[src/rtl/ncpu32k_issue_sched_pkg.sv]
// Shared types and widths for the dual-issue scheduler slice.
package ncpu32k_issue_sched_pkg;

    localparam int NCPU_REG_AW = 5;
    localparam int NCPU_UOP_W  = 8;

    // S_PAIR: both instructions of the pair are still outstanding.
    // S_SECOND: instruction 1 has issued, instruction 2 remains.
    typedef enum logic {
        S_PAIR   = 1'b0,
        S_SECOND = 1'b1
    } sched_state_t;

endpackage

[src/rtl/ncpu32k_issue_sched_if.sv]
// Decoder-pair, stage-1 slot and LSU completion signals of the scheduler.
//
// Handshake: the decoder raises dec_AVALID with a pair and holds the pair
// stable (also while instruction 1 has already gone) until dec_AREADY is
// high in the same cycle; dec_AREADY means the whole pair was consumed.
// The s1o_*_BVALID outputs are single-cycle pulses of issued slots with
// no back-pressure of their own (the backend stalls through be_stall).
// lsu_BVALID is a single-cycle completion pulse of the one in-flight LSU op.
interface ncpu32k_issue_sched_if;
    import ncpu32k_issue_sched_pkg::*;

    logic                   dec_AVALID;
    logic                   dec_AREADY;
    logic                   dec_valid_2;
    logic                   dec_1_rs1_re, dec_1_rs2_re, dec_1_rd_we, dec_1_lsu;
    logic [NCPU_REG_AW-1:0] dec_1_rs1_addr, dec_1_rs2_addr, dec_1_rd_addr;
    logic [NCPU_UOP_W-1:0]  dec_1_uop;
    logic                   dec_2_rs1_re, dec_2_rs2_re, dec_2_rd_we, dec_2_lsu;
    logic [NCPU_REG_AW-1:0] dec_2_rs1_addr, dec_2_rs2_addr, dec_2_rd_addr;
    logic [NCPU_UOP_W-1:0]  dec_2_uop;

    logic                   s1o_slot_1_BVALID, s1o_slot_1_rd_we;
    logic [NCPU_REG_AW-1:0] s1o_slot_1_rd_addr;
    logic [NCPU_UOP_W-1:0]  s1o_slot_1_uop;
    logic                   s1o_slot_2_BVALID, s1o_slot_2_rd_we;
    logic [NCPU_REG_AW-1:0] s1o_slot_2_rd_addr;
    logic [NCPU_UOP_W-1:0]  s1o_slot_2_uop;
    logic                   s1o_lsu_AVALID, s1o_lsu_in_slot_1;

    logic                   lsu_BVALID, lsu_rd_we;
    logic [NCPU_REG_AW-1:0] lsu_rd_addr;

    sched_state_t           dbg_state;

    modport master (
        output dec_AVALID, dec_valid_2,
               dec_1_rs1_re, dec_1_rs2_re, dec_1_rd_we, dec_1_lsu,
               dec_1_rs1_addr, dec_1_rs2_addr, dec_1_rd_addr, dec_1_uop,
               dec_2_rs1_re, dec_2_rs2_re, dec_2_rd_we, dec_2_lsu,
               dec_2_rs1_addr, dec_2_rs2_addr, dec_2_rd_addr, dec_2_uop,
               lsu_BVALID, lsu_rd_we, lsu_rd_addr,
        input  dec_AREADY,
               s1o_slot_1_BVALID, s1o_slot_1_rd_we, s1o_slot_1_rd_addr, s1o_slot_1_uop,
               s1o_slot_2_BVALID, s1o_slot_2_rd_we, s1o_slot_2_rd_addr, s1o_slot_2_uop,
               s1o_lsu_AVALID, s1o_lsu_in_slot_1, dbg_state
    );

    modport slave (
        input  dec_AVALID, dec_valid_2,
               dec_1_rs1_re, dec_1_rs2_re, dec_1_rd_we, dec_1_lsu,
               dec_1_rs1_addr, dec_1_rs2_addr, dec_1_rd_addr, dec_1_uop,
               dec_2_rs1_re, dec_2_rs2_re, dec_2_rd_we, dec_2_lsu,
               dec_2_rs1_addr, dec_2_rs2_addr, dec_2_rd_addr, dec_2_uop,
               lsu_BVALID, lsu_rd_we, lsu_rd_addr,
        output dec_AREADY,
               s1o_slot_1_BVALID, s1o_slot_1_rd_we, s1o_slot_1_rd_addr, s1o_slot_1_uop,
               s1o_slot_2_BVALID, s1o_slot_2_rd_we, s1o_slot_2_rd_addr, s1o_slot_2_uop,
               s1o_lsu_AVALID, s1o_lsu_in_slot_1, dbg_state
    );

endinterface

[src/rtl/ncpu32k_load_scoreboard.sv]
// Load-pending scoreboard: one pending bit per register plus the
// single-LSU-in-flight flag. Completion clears are applied before the
// hazard queries so a load result unblocks its consumer in the same cycle.
module ncpu32k_load_scoreboard
    import ncpu32k_issue_sched_pkg::*;
#(
    parameter int NREG = 32
)(
    input  logic                   clk,
    input  logic                   rst,
    input  logic                   set_en,
    input  logic                   set_rd_we,
    input  logic [NCPU_REG_AW-1:0] set_rd,
    input  logic                   clr_en,
    input  logic                   clr_rd_we,
    input  logic [NCPU_REG_AW-1:0] clr_rd,
    input  logic                   q1_rs1_re, q1_rs2_re, q1_rd_we, q1_lsu,
    input  logic [NCPU_REG_AW-1:0] q1_rs1, q1_rs2, q1_rd,
    output logic                   q1_hz,
    input  logic                   q2_rs1_re, q2_rs2_re, q2_rd_we, q2_lsu,
    input  logic [NCPU_REG_AW-1:0] q2_rs1, q2_rs2, q2_rd,
    output logic                   q2_hz
);

    logic [NREG-1:0] pend, clr_mask, set_mask, pend_eff;
    logic            lsu_busy, busy_eff;

    function automatic logic query(input logic [NREG-1:0] p, input logic busy,
                                   input logic rs1_re, input logic [NCPU_REG_AW-1:0] rs1,
                                   input logic rs2_re, input logic [NCPU_REG_AW-1:0] rs2,
                                   input logic rd_we,  input logic [NCPU_REG_AW-1:0] rd,
                                   input logic lsu);
        return (rs1_re & p[rs1]) | (rs2_re & p[rs2]) | (rd_we & p[rd]) | (lsu & busy);
    endfunction

    // Set/clear masks; r0 is never marked pending.
    always_comb begin
        clr_mask = '0;
        set_mask = '0;
        if (clr_en && clr_rd_we)
            clr_mask[clr_rd] = 1'b1;
        if (set_en && set_rd_we && (set_rd != '0))
            set_mask[set_rd] = 1'b1;
    end

    assign pend_eff = pend & ~clr_mask;
    assign busy_eff = lsu_busy & ~clr_en;
    assign q1_hz    = query(pend_eff, busy_eff, q1_rs1_re, q1_rs1, q1_rs2_re, q1_rs2,
                            q1_rd_we, q1_rd, q1_lsu);
    assign q2_hz    = query(pend_eff, busy_eff, q2_rs1_re, q2_rs1, q2_rs2_re, q2_rs2,
                            q2_rd_we, q2_rd, q2_lsu);

    // Scoreboard update: completion clears first, a new issue sets on top.
    always_ff @(posedge clk or posedge rst) begin
        if (rst) begin
            pend     <= '0;
            lsu_busy <= 1'b0;
        end else begin
            pend     <= pend_eff | set_mask;
            lsu_busy <= busy_eff | set_en;
        end
    end

endmodule

[src/rtl/ncpu32k_issue_sched.sv]
// Dual-issue scheduler: issues 0, 1 or 2 instructions of a decoded pair per
// cycle into the stage-1 slot registers, stalling on in-flight loads and
// intra-pair RAW/WAW/LSU conflicts.
module ncpu32k_issue_sched
    import ncpu32k_issue_sched_pkg::*;
#(
    parameter int NREG = 32
)(
    input  logic                 clk,
    input  logic                 rst,
    input  logic                 flush,
    input  logic                 be_stall,
    ncpu32k_issue_sched_if.slave bus
);

    sched_state_t           state, state_nxt;
    logic                   i1_hz, i2_hz;
    logic                   i1_writes, i2_reads_rd1, raw, waw, both_lsu, load_use, pair_conflict;
    logic                   go, ready, iss_slot_1, iss_slot_2;
    logic                   slot1_lsu, slot1_rd_we, lsu_set, set_rd_we;
    logic [NCPU_REG_AW-1:0] slot1_rd, set_rd;
    logic [NCPU_UOP_W-1:0]  slot1_uop;

    logic                   s1_bv_q, s1_we_q, s2_bv_q, s2_we_q, lsu_av_q, lsu_in1_q;
    logic [NCPU_REG_AW-1:0] s1_rd_q, s2_rd_q;
    logic [NCPU_UOP_W-1:0]  s1_uop_q, s2_uop_q;

    ncpu32k_load_scoreboard #(.NREG(NREG)) u_sb (
        .clk       (clk),
        .rst       (rst),
        .set_en    (lsu_set),
        .set_rd_we (set_rd_we),
        .set_rd    (set_rd),
        .clr_en    (bus.lsu_BVALID),
        .clr_rd_we (bus.lsu_rd_we),
        .clr_rd    (bus.lsu_rd_addr),
        .q1_rs1_re (bus.dec_1_rs1_re),
        .q1_rs2_re (bus.dec_1_rs2_re),
        .q1_rd_we  (bus.dec_1_rd_we),
        .q1_lsu    (bus.dec_1_lsu),
        .q1_rs1    (bus.dec_1_rs1_addr),
        .q1_rs2    (bus.dec_1_rs2_addr),
        .q1_rd     (bus.dec_1_rd_addr),
        .q1_hz     (i1_hz),
        .q2_rs1_re (bus.dec_2_rs1_re),
        .q2_rs2_re (bus.dec_2_rs2_re),
        .q2_rd_we  (bus.dec_2_rd_we),
        .q2_lsu    (bus.dec_2_lsu),
        .q2_rs1    (bus.dec_2_rs1_addr),
        .q2_rs2    (bus.dec_2_rs2_addr),
        .q2_rd     (bus.dec_2_rd_addr),
        .q2_hz     (i2_hz)
    );

    // Intra-pair conflicts that the bypass network cannot cover. load_use is
    // a subset of raw, kept explicit so the load case reads on its own.
    assign i1_writes     = bus.dec_1_rd_we && (bus.dec_1_rd_addr != '0);
    assign i2_reads_rd1  = (bus.dec_2_rs1_re && (bus.dec_2_rs1_addr == bus.dec_1_rd_addr)) ||
                           (bus.dec_2_rs2_re && (bus.dec_2_rs2_addr == bus.dec_1_rd_addr));
    assign raw           = i1_writes && i2_reads_rd1;
    assign waw           = i1_writes && bus.dec_2_rd_we && (bus.dec_2_rd_addr == bus.dec_1_rd_addr);
    assign both_lsu      = bus.dec_1_lsu && bus.dec_2_lsu;
    assign load_use      = bus.dec_1_lsu && raw;
    assign pair_conflict = raw || waw || both_lsu || load_use;

    assign go = bus.dec_AVALID && !be_stall && !flush;

    // Issue decision and next FSM state.
    always_comb begin
        state_nxt  = state;
        iss_slot_1 = 1'b0;
        iss_slot_2 = 1'b0;
        ready      = 1'b0;
        if (go) begin
            if (state == S_PAIR) begin
                if (!i1_hz) begin
                    iss_slot_1 = 1'b1;
                    if (bus.dec_valid_2 && !i2_hz && !pair_conflict) begin
                        iss_slot_2 = 1'b1;
                        ready      = 1'b1;
                    end else if (bus.dec_valid_2) begin
                        state_nxt  = S_SECOND;
                    end else begin
                        ready      = 1'b1;
                    end
                end
            end else if (!i2_hz) begin
                iss_slot_1 = 1'b1;
                ready      = 1'b1;
                state_nxt  = S_PAIR;
            end
        end
        if (flush)
            state_nxt = S_PAIR;
    end

    // Slot 1 carries instruction 2 once instruction 1 has gone.
    assign slot1_lsu   = (state == S_SECOND) ? bus.dec_2_lsu      : bus.dec_1_lsu;
    assign slot1_rd_we = (state == S_SECOND) ? bus.dec_2_rd_we    : bus.dec_1_rd_we;
    assign slot1_rd    = (state == S_SECOND) ? bus.dec_2_rd_addr  : bus.dec_1_rd_addr;
    assign slot1_uop   = (state == S_SECOND) ? bus.dec_2_uop      : bus.dec_1_uop;

    // At most one LSU op issues per cycle, so one scoreboard set port suffices.
    assign lsu_set   = (iss_slot_1 && slot1_lsu) || (iss_slot_2 && bus.dec_2_lsu);
    assign set_rd_we = (iss_slot_1 && slot1_lsu) ? slot1_rd_we : bus.dec_2_rd_we;
    assign set_rd    = (iss_slot_1 && slot1_lsu) ? slot1_rd    : bus.dec_2_rd_addr;

    // FSM state register; be_stall freezes it through go.
    always_ff @(posedge clk or posedge rst) begin
        if (rst)
            state <= S_PAIR;
        else
            state <= state_nxt;
    end

    // Stage-1 slot registers: flush drops valids, be_stall holds everything.
    always_ff @(posedge clk or posedge rst) begin
        if (rst) begin
            s1_bv_q   <= 1'b0;
            s2_bv_q   <= 1'b0;
            lsu_av_q  <= 1'b0;
            lsu_in1_q <= 1'b0;
            s1_we_q   <= 1'b0;
            s2_we_q   <= 1'b0;
            s1_rd_q   <= '0;
            s2_rd_q   <= '0;
            s1_uop_q  <= '0;
            s2_uop_q  <= '0;
        end else if (flush) begin
            s1_bv_q   <= 1'b0;
            s2_bv_q   <= 1'b0;
            lsu_av_q  <= 1'b0;
            lsu_in1_q <= 1'b0;
        end else if (!be_stall) begin
            s1_bv_q   <= iss_slot_1;
            s2_bv_q   <= iss_slot_2;
            lsu_av_q  <= lsu_set;
            lsu_in1_q <= iss_slot_1 && slot1_lsu;
            if (iss_slot_1) begin
                s1_we_q  <= slot1_rd_we;
                s1_rd_q  <= slot1_rd;
                s1_uop_q <= slot1_uop;
            end
            if (iss_slot_2) begin
                s2_we_q  <= bus.dec_2_rd_we;
                s2_rd_q  <= bus.dec_2_rd_addr;
                s2_uop_q <= bus.dec_2_uop;
            end
        end
    end

    assign bus.dec_AREADY         = ready;
    assign bus.s1o_slot_1_BVALID  = s1_bv_q;
    assign bus.s1o_slot_1_rd_we   = s1_we_q;
    assign bus.s1o_slot_1_rd_addr = s1_rd_q;
    assign bus.s1o_slot_1_uop     = s1_uop_q;
    assign bus.s1o_slot_2_BVALID  = s2_bv_q;
    assign bus.s1o_slot_2_rd_we   = s2_we_q;
    assign bus.s1o_slot_2_rd_addr = s2_rd_q;
    assign bus.s1o_slot_2_uop     = s2_uop_q;
    assign bus.s1o_lsu_AVALID     = lsu_av_q;
    assign bus.s1o_lsu_in_slot_1  = lsu_in1_q;
    assign bus.dbg_state          = state;

endmodule

[src/flat_wrapper.sv]
// flat-port wrapper written by rule: the top's interface ports become plain ports
module ncpu32k_issue_sched_flat import ncpu32k_issue_sched_pkg::*;
#(
    parameter int NREG = 32
)
  (clk, rst, flush, be_stall, bus_dec_AVALID, bus_dec_valid_2, bus_dec_1_rs1_re, bus_dec_1_rs2_re, bus_dec_1_rd_we, bus_dec_1_lsu, bus_dec_1_rs1_addr, bus_dec_1_rs2_addr, bus_dec_1_rd_addr, bus_dec_1_uop, bus_dec_2_rs1_re, bus_dec_2_rs2_re, bus_dec_2_rd_we, bus_dec_2_lsu, bus_dec_2_rs1_addr, bus_dec_2_rs2_addr, bus_dec_2_rd_addr, bus_dec_2_uop, bus_lsu_BVALID, bus_lsu_rd_we, bus_lsu_rd_addr, bus_dec_AREADY, bus_s1o_slot_1_BVALID, bus_s1o_slot_1_rd_we, bus_s1o_slot_1_rd_addr, bus_s1o_slot_1_uop, bus_s1o_slot_2_BVALID, bus_s1o_slot_2_rd_we, bus_s1o_slot_2_rd_addr, bus_s1o_slot_2_uop, bus_s1o_lsu_AVALID, bus_s1o_lsu_in_slot_1, bus_dbg_state);
  ncpu32k_issue_sched_if bus_i ();
  input  logic clk;
  input  logic rst;
  input  logic flush;
  input  logic be_stall;
  input wire logic [$bits(bus_i.dec_AVALID)-1:0] bus_dec_AVALID;
  input wire logic [$bits(bus_i.dec_valid_2)-1:0] bus_dec_valid_2;
  input wire logic [$bits(bus_i.dec_1_rs1_re)-1:0] bus_dec_1_rs1_re;
  input wire logic [$bits(bus_i.dec_1_rs2_re)-1:0] bus_dec_1_rs2_re;
  input wire logic [$bits(bus_i.dec_1_rd_we)-1:0] bus_dec_1_rd_we;
  input wire logic [$bits(bus_i.dec_1_lsu)-1:0] bus_dec_1_lsu;
  input wire logic [$bits(bus_i.dec_1_rs1_addr)-1:0] bus_dec_1_rs1_addr;
  input wire logic [$bits(bus_i.dec_1_rs2_addr)-1:0] bus_dec_1_rs2_addr;
  input wire logic [$bits(bus_i.dec_1_rd_addr)-1:0] bus_dec_1_rd_addr;
  input wire logic [$bits(bus_i.dec_1_uop)-1:0] bus_dec_1_uop;
  input wire logic [$bits(bus_i.dec_2_rs1_re)-1:0] bus_dec_2_rs1_re;
  input wire logic [$bits(bus_i.dec_2_rs2_re)-1:0] bus_dec_2_rs2_re;
  input wire logic [$bits(bus_i.dec_2_rd_we)-1:0] bus_dec_2_rd_we;
  input wire logic [$bits(bus_i.dec_2_lsu)-1:0] bus_dec_2_lsu;
  input wire logic [$bits(bus_i.dec_2_rs1_addr)-1:0] bus_dec_2_rs1_addr;
  input wire logic [$bits(bus_i.dec_2_rs2_addr)-1:0] bus_dec_2_rs2_addr;
  input wire logic [$bits(bus_i.dec_2_rd_addr)-1:0] bus_dec_2_rd_addr;
  input wire logic [$bits(bus_i.dec_2_uop)-1:0] bus_dec_2_uop;
  input wire logic [$bits(bus_i.lsu_BVALID)-1:0] bus_lsu_BVALID;
  input wire logic [$bits(bus_i.lsu_rd_we)-1:0] bus_lsu_rd_we;
  input wire logic [$bits(bus_i.lsu_rd_addr)-1:0] bus_lsu_rd_addr;
  output wire logic [$bits(bus_i.dec_AREADY)-1:0] bus_dec_AREADY;
  output wire logic [$bits(bus_i.s1o_slot_1_BVALID)-1:0] bus_s1o_slot_1_BVALID;
  output wire logic [$bits(bus_i.s1o_slot_1_rd_we)-1:0] bus_s1o_slot_1_rd_we;
  output wire logic [$bits(bus_i.s1o_slot_1_rd_addr)-1:0] bus_s1o_slot_1_rd_addr;
  output wire logic [$bits(bus_i.s1o_slot_1_uop)-1:0] bus_s1o_slot_1_uop;
  output wire logic [$bits(bus_i.s1o_slot_2_BVALID)-1:0] bus_s1o_slot_2_BVALID;
  output wire logic [$bits(bus_i.s1o_slot_2_rd_we)-1:0] bus_s1o_slot_2_rd_we;
  output wire logic [$bits(bus_i.s1o_slot_2_rd_addr)-1:0] bus_s1o_slot_2_rd_addr;
  output wire logic [$bits(bus_i.s1o_slot_2_uop)-1:0] bus_s1o_slot_2_uop;
  output wire logic [$bits(bus_i.s1o_lsu_AVALID)-1:0] bus_s1o_lsu_AVALID;
  output wire logic [$bits(bus_i.s1o_lsu_in_slot_1)-1:0] bus_s1o_lsu_in_slot_1;
  output wire logic [$bits(bus_i.dbg_state)-1:0] bus_dbg_state;
  assign bus_i.dec_AVALID = bus_dec_AVALID;
  assign bus_i.dec_valid_2 = bus_dec_valid_2;
  assign bus_i.dec_1_rs1_re = bus_dec_1_rs1_re;
  assign bus_i.dec_1_rs2_re = bus_dec_1_rs2_re;
  assign bus_i.dec_1_rd_we = bus_dec_1_rd_we;
  assign bus_i.dec_1_lsu = bus_dec_1_lsu;
  assign bus_i.dec_1_rs1_addr = bus_dec_1_rs1_addr;
  assign bus_i.dec_1_rs2_addr = bus_dec_1_rs2_addr;
  assign bus_i.dec_1_rd_addr = bus_dec_1_rd_addr;
  assign bus_i.dec_1_uop = bus_dec_1_uop;
  assign bus_i.dec_2_rs1_re = bus_dec_2_rs1_re;
  assign bus_i.dec_2_rs2_re = bus_dec_2_rs2_re;
  assign bus_i.dec_2_rd_we = bus_dec_2_rd_we;
  assign bus_i.dec_2_lsu = bus_dec_2_lsu;
  assign bus_i.dec_2_rs1_addr = bus_dec_2_rs1_addr;
  assign bus_i.dec_2_rs2_addr = bus_dec_2_rs2_addr;
  assign bus_i.dec_2_rd_addr = bus_dec_2_rd_addr;
  assign bus_i.dec_2_uop = bus_dec_2_uop;
  assign bus_i.lsu_BVALID = bus_lsu_BVALID;
  assign bus_i.lsu_rd_we = bus_lsu_rd_we;
  assign bus_i.lsu_rd_addr = bus_lsu_rd_addr;
  assign bus_dec_AREADY = bus_i.dec_AREADY;
  assign bus_s1o_slot_1_BVALID = bus_i.s1o_slot_1_BVALID;
  assign bus_s1o_slot_1_rd_we = bus_i.s1o_slot_1_rd_we;
  assign bus_s1o_slot_1_rd_addr = bus_i.s1o_slot_1_rd_addr;
  assign bus_s1o_slot_1_uop = bus_i.s1o_slot_1_uop;
  assign bus_s1o_slot_2_BVALID = bus_i.s1o_slot_2_BVALID;
  assign bus_s1o_slot_2_rd_we = bus_i.s1o_slot_2_rd_we;
  assign bus_s1o_slot_2_rd_addr = bus_i.s1o_slot_2_rd_addr;
  assign bus_s1o_slot_2_uop = bus_i.s1o_slot_2_uop;
  assign bus_s1o_lsu_AVALID = bus_i.s1o_lsu_AVALID;
  assign bus_s1o_lsu_in_slot_1 = bus_i.s1o_lsu_in_slot_1;
  assign bus_dbg_state = bus_i.dbg_state;
  ncpu32k_issue_sched #(.NREG(NREG)) u_core (.clk(clk), .rst(rst), .flush(flush), .be_stall(be_stall), .bus(bus_i));
endmodule
[config.mk]
export PLATFORM = sky130hd
export DESIGN_NAME = ncpu32k_issue_sched_flat
export DESIGN_NICKNAME = d
export VERILOG_FILES = /design/src/rtl/ncpu32k_issue_sched_pkg.sv /design/src/rtl/ncpu32k_issue_sched_if.sv /design/src/rtl/ncpu32k_load_scoreboard.sv /design/src/rtl/ncpu32k_issue_sched.sv /design/src/flat_wrapper.sv
export SDC_FILE = /design/constraint.sdc
export NUM_CORES = 1
export LEC_CHECK = 0
export CAP_MARGIN = 20
export CORE_ASPECT_RATIO = 0.5
export CORE_MARGIN = 5
export CORE_UTILIZATION = 45
export CTS_CLUSTER_SIZE = 14
export DETAILED_ROUTE_END_ITERATION = 10
export PLACE_DENSITY_LB_ADDON = 0.08
export RECOVER_POWER = 100
export SYNTH_ARGS = -nofsm -noshare
export SYNTH_HDL_FRONTEND = slang
export SYNTH_SLANG_ARGS = --single-unit
[constraint.sdc]
create_clock -name clk -period 3.16 [get_ports clk]
set_input_delay 0.316 -clock clk [delete_from_list [all_inputs] [get_ports clk]]
set_output_delay 0.316 -clock clk [all_outputs]
set_load 0.05 [all_outputs]
==> Word level (Yosys, flattened, before mapping) <==
Cells that the tools add are included.
{ "classes": {"magnitude_cmp": 10, "bitwise": 22, "eq_ne": 4, "n_reduce_logical": 33, "n_mux": 52} }
{ "op_table": {"columns": ["operator", "count"], "rows": [
  ["32-bit two-way mux", 2],
  ["5-bit by 6-bit less-than comparator with 1-bit output (second input constant)", 8],
  ["1-bit two-way mux", 39],
  ["32-bit AND", 1],
  ["32-bit NOT", 1],
  ["32-bit OR", 1],
  ["1-bit binary-select mux with 5-bit select", 6],
  ["1-bit logical AND", 19],
  ["5-bit equality test", 3],
  ["1-bit demux with 5-bit select", 2],
  ["5-bit by 1-bit greater-or-equal comparator with 1-bit output (second input constant)", 2],
  ["5-bit two-way mux", 2],
  ["5-bit nonzero test", 2],
  ["1-bit AND", 9],
  ["8-bit two-way mux", 1],
  ["1-bit OR", 7],
  ["3-bit AND reduction", 2],
  ["1-bit logical OR", 5],
  ["1-bit zero test", 4],
  ["1-bit NOT", 3],
  ["2-bit inequality test (second input constant)", 1],
  ["2-bit nonzero test", 1]
]} }
{ "word_totals": {"out_inout_bits": 34, "word_cells": 134, "register_bits": 66, "in_bits": 67} }

==> Depth between registers and ports, before layout <==
{ "logic_depth": {"ltp_word": 26, "mapped_depth": 13, "ltp_nobuf": 10} }

==> Cells and area by module <==
Synthesis repeated with hierarchy kept, for this count alone.
{ "unflattened": {"hier_cells": 524, "hier_area_um2": 5129.9} }
{ "by_module_without_submodules": {"columns": ["module", "instances", "seq_area_each_um2", "cells_per_inst", "area_each_um2"], "rows": [
  ["ncpu32k_load_scoreboard", 1, 825.8, 366, 3328.2],
  ["ncpu32k_issue_sched", 1, 825.8, 158, 1801.7]
]} }

==> Worst setup path before layout <==
Ideal clock, no wire load.
{ "synth_path": {"path_type": "input-to-output", "startpoint": "in bus_lsu_rd_addr[4]", "endpoint": "out bus_dec_AREADY", "t_arrival_ps": 3231, "path_slack_ps": -387, "stages": 10, "path_buffers": 0, "t_required_ps": 2844, "path_cell_list": "or3b_1 o21ai_1 mux2i_1 mux4_2 a22oi_1 and4_1 nand2_1 nor2_1 o21ai_0 a31oi_1"} }
{ "synth_via": {"elab_chain_len": 20, "elab_cells_between_ends": 40, "classes_between": "order compare (2); mux (20); bitwise (14); reduce/logical (4)"} }
{ "synth_lines": {"columns": ["item", "line_no", "rtl"], "rows": [
  ["start: declaration", "flat_wrapper.sv:32", "input wire logic [$bits(bus_i.lsu_rd_addr)-1:0] bus_lsu_rd_addr;"],
  ["5-bit by 6-bit less-than comparator with 1-bit output (not written as such) / 5-bit by 1-bit greater-or-equal comparator with 1-bit output (equally long branches)", "ncpu32k_load_scoreboard.sv:41", "clr_mask[clr_rd] = 1'b1;"],
  ["1-bit logical AND (not written as such)", "ncpu32k_load_scoreboard.sv:41", null],
  ["1-bit two-way mux (not written as such)", "ncpu32k_load_scoreboard.sv:41", null],
  ["1-bit demux with 5-bit select *", "ncpu32k_load_scoreboard.sv:41", null],
  ["32-bit two-way mux *", "ncpu32k_load_scoreboard.sv:40", "if (clr_en && clr_rd_we)"],
  ["32-bit NOT *", "ncpu32k_load_scoreboard.sv:46", "assign pend_eff = pend & ~clr_mask;"],
  ["32-bit AND *", "ncpu32k_load_scoreboard.sv:46", null],
  ["1-bit binary-select mux with 5-bit select", "ncpu32k_load_scoreboard.sv:33", "return (rs1_re & p[rs1]) | (rs2_re & p[rs2]) | (rd_we & p[rd]) | (lsu & busy);"],
  ["1-bit two-way mux (not written as such)", "ncpu32k_load_scoreboard.sv:33", null],
  ["1-bit AND", "ncpu32k_load_scoreboard.sv:33", null],
  ["1-bit OR (3 in a row)", "ncpu32k_load_scoreboard.sv:33", null],
  ["1-bit zero test", "ncpu32k_issue_sched.sv:78", "if (bus.dec_valid_2 && !i2_hz && !pair_conflict) begin"],
  ["1-bit logical AND (2 in a row)", "ncpu32k_issue_sched.sv:78", null],
  ["1-bit two-way mux", "ncpu32k_issue_sched.sv:78", null],
  ["1-bit two-way mux", "ncpu32k_issue_sched.sv:76", "if (!i1_hz) begin"],
  ["1-bit two-way mux *", "ncpu32k_issue_sched.sv:75", "if (state == S_PAIR) begin"],
  ["1-bit two-way mux *", "ncpu32k_issue_sched.sv:74", "if (go) begin"],
  ["end: declaration", "flat_wrapper.sv:33", "output wire logic [$bits(bus_i.dec_AREADY)-1:0] bus_dec_AREADY;"]
]} }
Every way passes the cells marked *; elsewhere a longest branch is shown, timed or not. The select of a mux whose other input is x is not followed.

==> Worst setup path in the final report <==
{ "layout_path": {"startpoint": "in bus_lsu_rd_addr[3]", "endpoint": "out bus_dec_AREADY"} }
The elaborated chain is that of the path after synthesis.

==> flow_metrics.py <==
metrics = {
    "status": {
        "outcome": "complete, but fails checks",
        "failed_checks": "setup timing",
    },
    "route": {
        "ant_nets": 0,
        "dr.pass1.iters": 5,
        "wl_mm": 27.3,
        "vias": 6836,
        "avgViaCountPerCell": 6.37,
        "avgRoutedWirePerCell_um": 25.4,
        "post-route-drc-count": 0,
        "drt_iter0_markers": 985,
    },
    "synth": {
        "avgSynthCellArea_um2": 9.38,
        "synth_ff_type": "dfrtp_1",
        "async_flop_share": 1.00,
        "synth_edf_count": 0,
        "syn_inst": 588,
        "ys_ff_latch": 66,
        "synthDominantAreaCellType": "dfrtp_1",
        "synth_cell_types": 76,
        "synth_top_cell_area_share": 0.299,
        "synth.area.top_cells": "dfrtp_1 30%, mux4_2 9.4%, mux2_2 5.3%",
        "syn_area_um2": 5520,
        "synthTopCellsByCount": "66 x dfrtp_1, 54 x o21ai_1, 33 x clkbuf_1, 33 x nor2_1, 29 x nand2_1",
        "ys_warn_count": 0,
        "yosysMostFrequentCell": "dfrtp_1",
        "syn-num-nets": 655,
        "seq_area_frac_synth": 0.299,
    },
    "floorplan": {
        "core-area_um2": 11900,
        "dieArea_um2": 14700,
        "io_pins": 101,
        "initial_utilization": 0.463,
        "die_w_um": 167,
        "num_rows": 28,
        "fp.dieH_um": 88.3,
    },
    "power": {
        "vdd_drop_max_uv": 493,
        "p_leak_uw": 0.00399,
        "p_per_area_nw_per_um2": 403,
    },
    "sta": {
        "final_hold_viol_count": 0,
        "slew_headroom": 0.298,
        "finalSetupViolCount": 61,
        "fin_crit_sh": 1.09,
        "tightest_slew_ns": 1.05,
        "fmax_mhz": 289,
        "fin_ws_ns": -0.296,
        "skew_ns": 0.0101,
        "tns_ns": -7.82,
        "rsz0062_at_grt": "true",
        "slew_violations": 0,
        "period_minus_slack_ns": 3.46,
    },
    "clock_network": {
        "clockBufferDepth": 2,
        "clock_latency_ns": 0.34,
        "h-tree-depth": 3,
        "numCtsBuffers": 9,
        "clkSlewWorstSetupHoldPaths_ns": 0.06,
        "cts.sinks": 66,
        "cts_tree": "built",
        "clockRootBuffer": "clkbuf_16",
    },
    "global_routing": {
        "grt_util_all_layers": 0.368,
        "grt_pass1_vias": 7007,
        "grt_pass1_wl_mm": 41.6,
        "grt_antenna_before_repair": 0,
        "grt_max_degree": 40,
        "grt_overflow": 0,
    },
    "placed_design": {
        "place.gp.congestion": 1.05,
        "io_buffers": 100,
        "hpwl_mm": 19.2,
    },
    "cells_and_area": {
        "multiInputGateArea_um2": 4160,
        "finalNetCount": 969,
        "syn2layout_area_growth_pct": 72.8,
        "fillCellCount": 773,
        "final_layout_size_suffix_gt1_frac": 0.475,
        "final_util": 0.800,
        "regArea_um2": 1650,
    },
    "setup_path": {
        "critPathMaxStageDelay_ns": 0.45,
        "cp-start-kind": "primary input",
        "crit_path_end_kind": "output port",
        "cpMostUsedCell": "buf_4",
        "cp_max_fo": 7,
        "path_cells": "buf_4 > or3b_4 > o21ai_1 > buf_4 > mux2i_1 > o22ai_1 > nor3_2 > nor4_4 > buf_4 > and3_4 > and2_4 > o21ai_4 > a31oi_4 > buf_12",
        "cp_data_arrival_time_ns": 3.14,
        "worstSetupPathType": "primary input to output port",
        "slowest_stage": "or3b_4",
        "worstPathRequired_ns": 2.84,
    },
    "worst_hold_path": {
        "hp-class": "flip-flop to flip-flop",
    },
    "job": {
        "drv_cap": 0,
    },
}
-- cell families (layout without fill, tap and decap cells) --
group                  Yosys count  in the layout  synth area share
AND/OR/NAND/NOR                185            185             0.194
AO/OA/AOI/OAI                  170            170             0.216
XOR/XNOR                        15             15            0.0238
other                            0              1                 0
multiplexers                    85             85             0.216
flip-flops                      66             66             0.299
buffers and inverters           67            386            0.0504
-- worst max-delay path: cells and delay by family --
| kind | cells | cell delay, ns |
|---|---|---|
| buffers and inverters | 4 | 0.69 |
| muxes | 1 | 0.10 |
| and+or+nand+nor | 5 | 1.22 |
| AOI/OAI and AO/OA | 4 | 0.80 |
-- layout by cell type, fill, tap and decap left out, drive strengths merged, types with 3 or more instances in the layout --
cell / n
a211oi: 3
a21oi: 3
a31oi: 4
a32oi: 6
and2: 6
and3: 5
buf: 254
clkbuf: 12
clkdlybuf4s50: 55
clkinv: 5
dfrtp: 66
dlygate4sd3: 34
inv: 20
mux2: 44
mux2i: 18
mux4: 23
nand2: 29
nand2b: 5
nand3: 12
nand3b: 10
nand4: 11
nand4b: 3
nor2: 33
nor2b: 13
nor3: 17
nor3b: 8
nor4: 11
nor4b: 3
o2111ai: 15
o211ai: 25
o21ai: 79
o22ai: 5
or3: 7
or3b: 7
xnor2: 3
xor2: 12
-- path summary, 6_finish.rpt --
check / from / endpoint / slack [ns] / cells past startpoint
worst max-delay path: bus_lsu_rd_addr[3] / bus_dec_AREADY / -0.30 / 14
worst min-delay path: u_core.bus.s1o_slot_2_BVALID / u_core.bus.s1o_slot_2_BVALID / 0.48 / 1
worst max register to register: u_core.u_sb.pend[31] / u_core.u_sb.pend[10] / -0.06 / 14
worst min register to register: u_core.bus.s1o_slot_2_BVALID / u_core.bus.s1o_slot_2_BVALID / 0.48 / 1
max in group asynchronous: rst / u_core.u_sb.pend[30] / 0.88 / 3
min in group asynchronous: rst / u_core.bus.s1o_slot_1_uop[1] / 0.68 / 2
-- metal layers --
layer / track usage / share of wire
met2: 0.571 / 0.42
met3: 0.145 / 0.14
met4: 0.140 / 0.043
met1: 0.473 / 0.40
met5: 0 / 0
-- registers in the layout, summed over array words and instances, names as in the netlist --
signal,cells
u_core.bus.s1o_slot_2_uop,8
u_core.u_sb.lsu_busy,1
u_core.bus.dbg_state,1
u_core.u_sb.pend,32
u_core.bus.s1o_slot_2_rd_addr,5
u_core.bus.s1o_slot_1_rd_addr,5
u_core.bus.s1o_lsu_in_slot_1,1
u_core.bus.s1o_slot_1_BVALID,1
u_core.bus.s1o_lsu_AVALID,1
u_core.bus.s1o_slot_2_rd_we,1
u_core.bus.s1o_slot_1_uop,8
u_core.bus.s1o_slot_1_rd_we,1
u_core.bus.s1o_slot_2_BVALID,1
-- stage by stage --
step                      total power [uW]  cells  hold slack, ns  worst slack, ns  cell area (um^2)
after detailed placement              2570   1010           0.469            -1.13              8140
final                                 3840   1073           0.480           -0.296              9530
after CTS                             3810   1064           0.386           -0.238              9230
after global routing                  3980   1072           0.504           -0.368              9530
after global placement                2550   1010           0.458            -1.06              8140
after floorplan                       1880    588           0.389         0.000930              5530
-- layout make-up --
cell class	count	share of cell area
multi-input cells	455	0.437
repair buffers	347	0.325
flip-flops and latches	66	0.173
clock buffers	11	0.0255
well taps	165	0.0217
inverters	23	0.00906
clock inverters	5	0.00814
diodes	1	0.000263
-- timing repair --
item,4_1_cts,5_1_grt
hold buffers,0,0
pin swaps,38,45
buffers inserted,38,11
setup endpoints to repair,66,65
gates cloned,1,0
resized for setup,141,67
-- report_power, final --
part           internal (uW)  switching, uW  leakage (uW)  total [uW]
clock                    710            388      0.000156        1100
combinational            703            970       0.00297        1670
sequential               984           82.7      0.000865        1070
No activity file was read; power rests on OpenSTA's default activity.
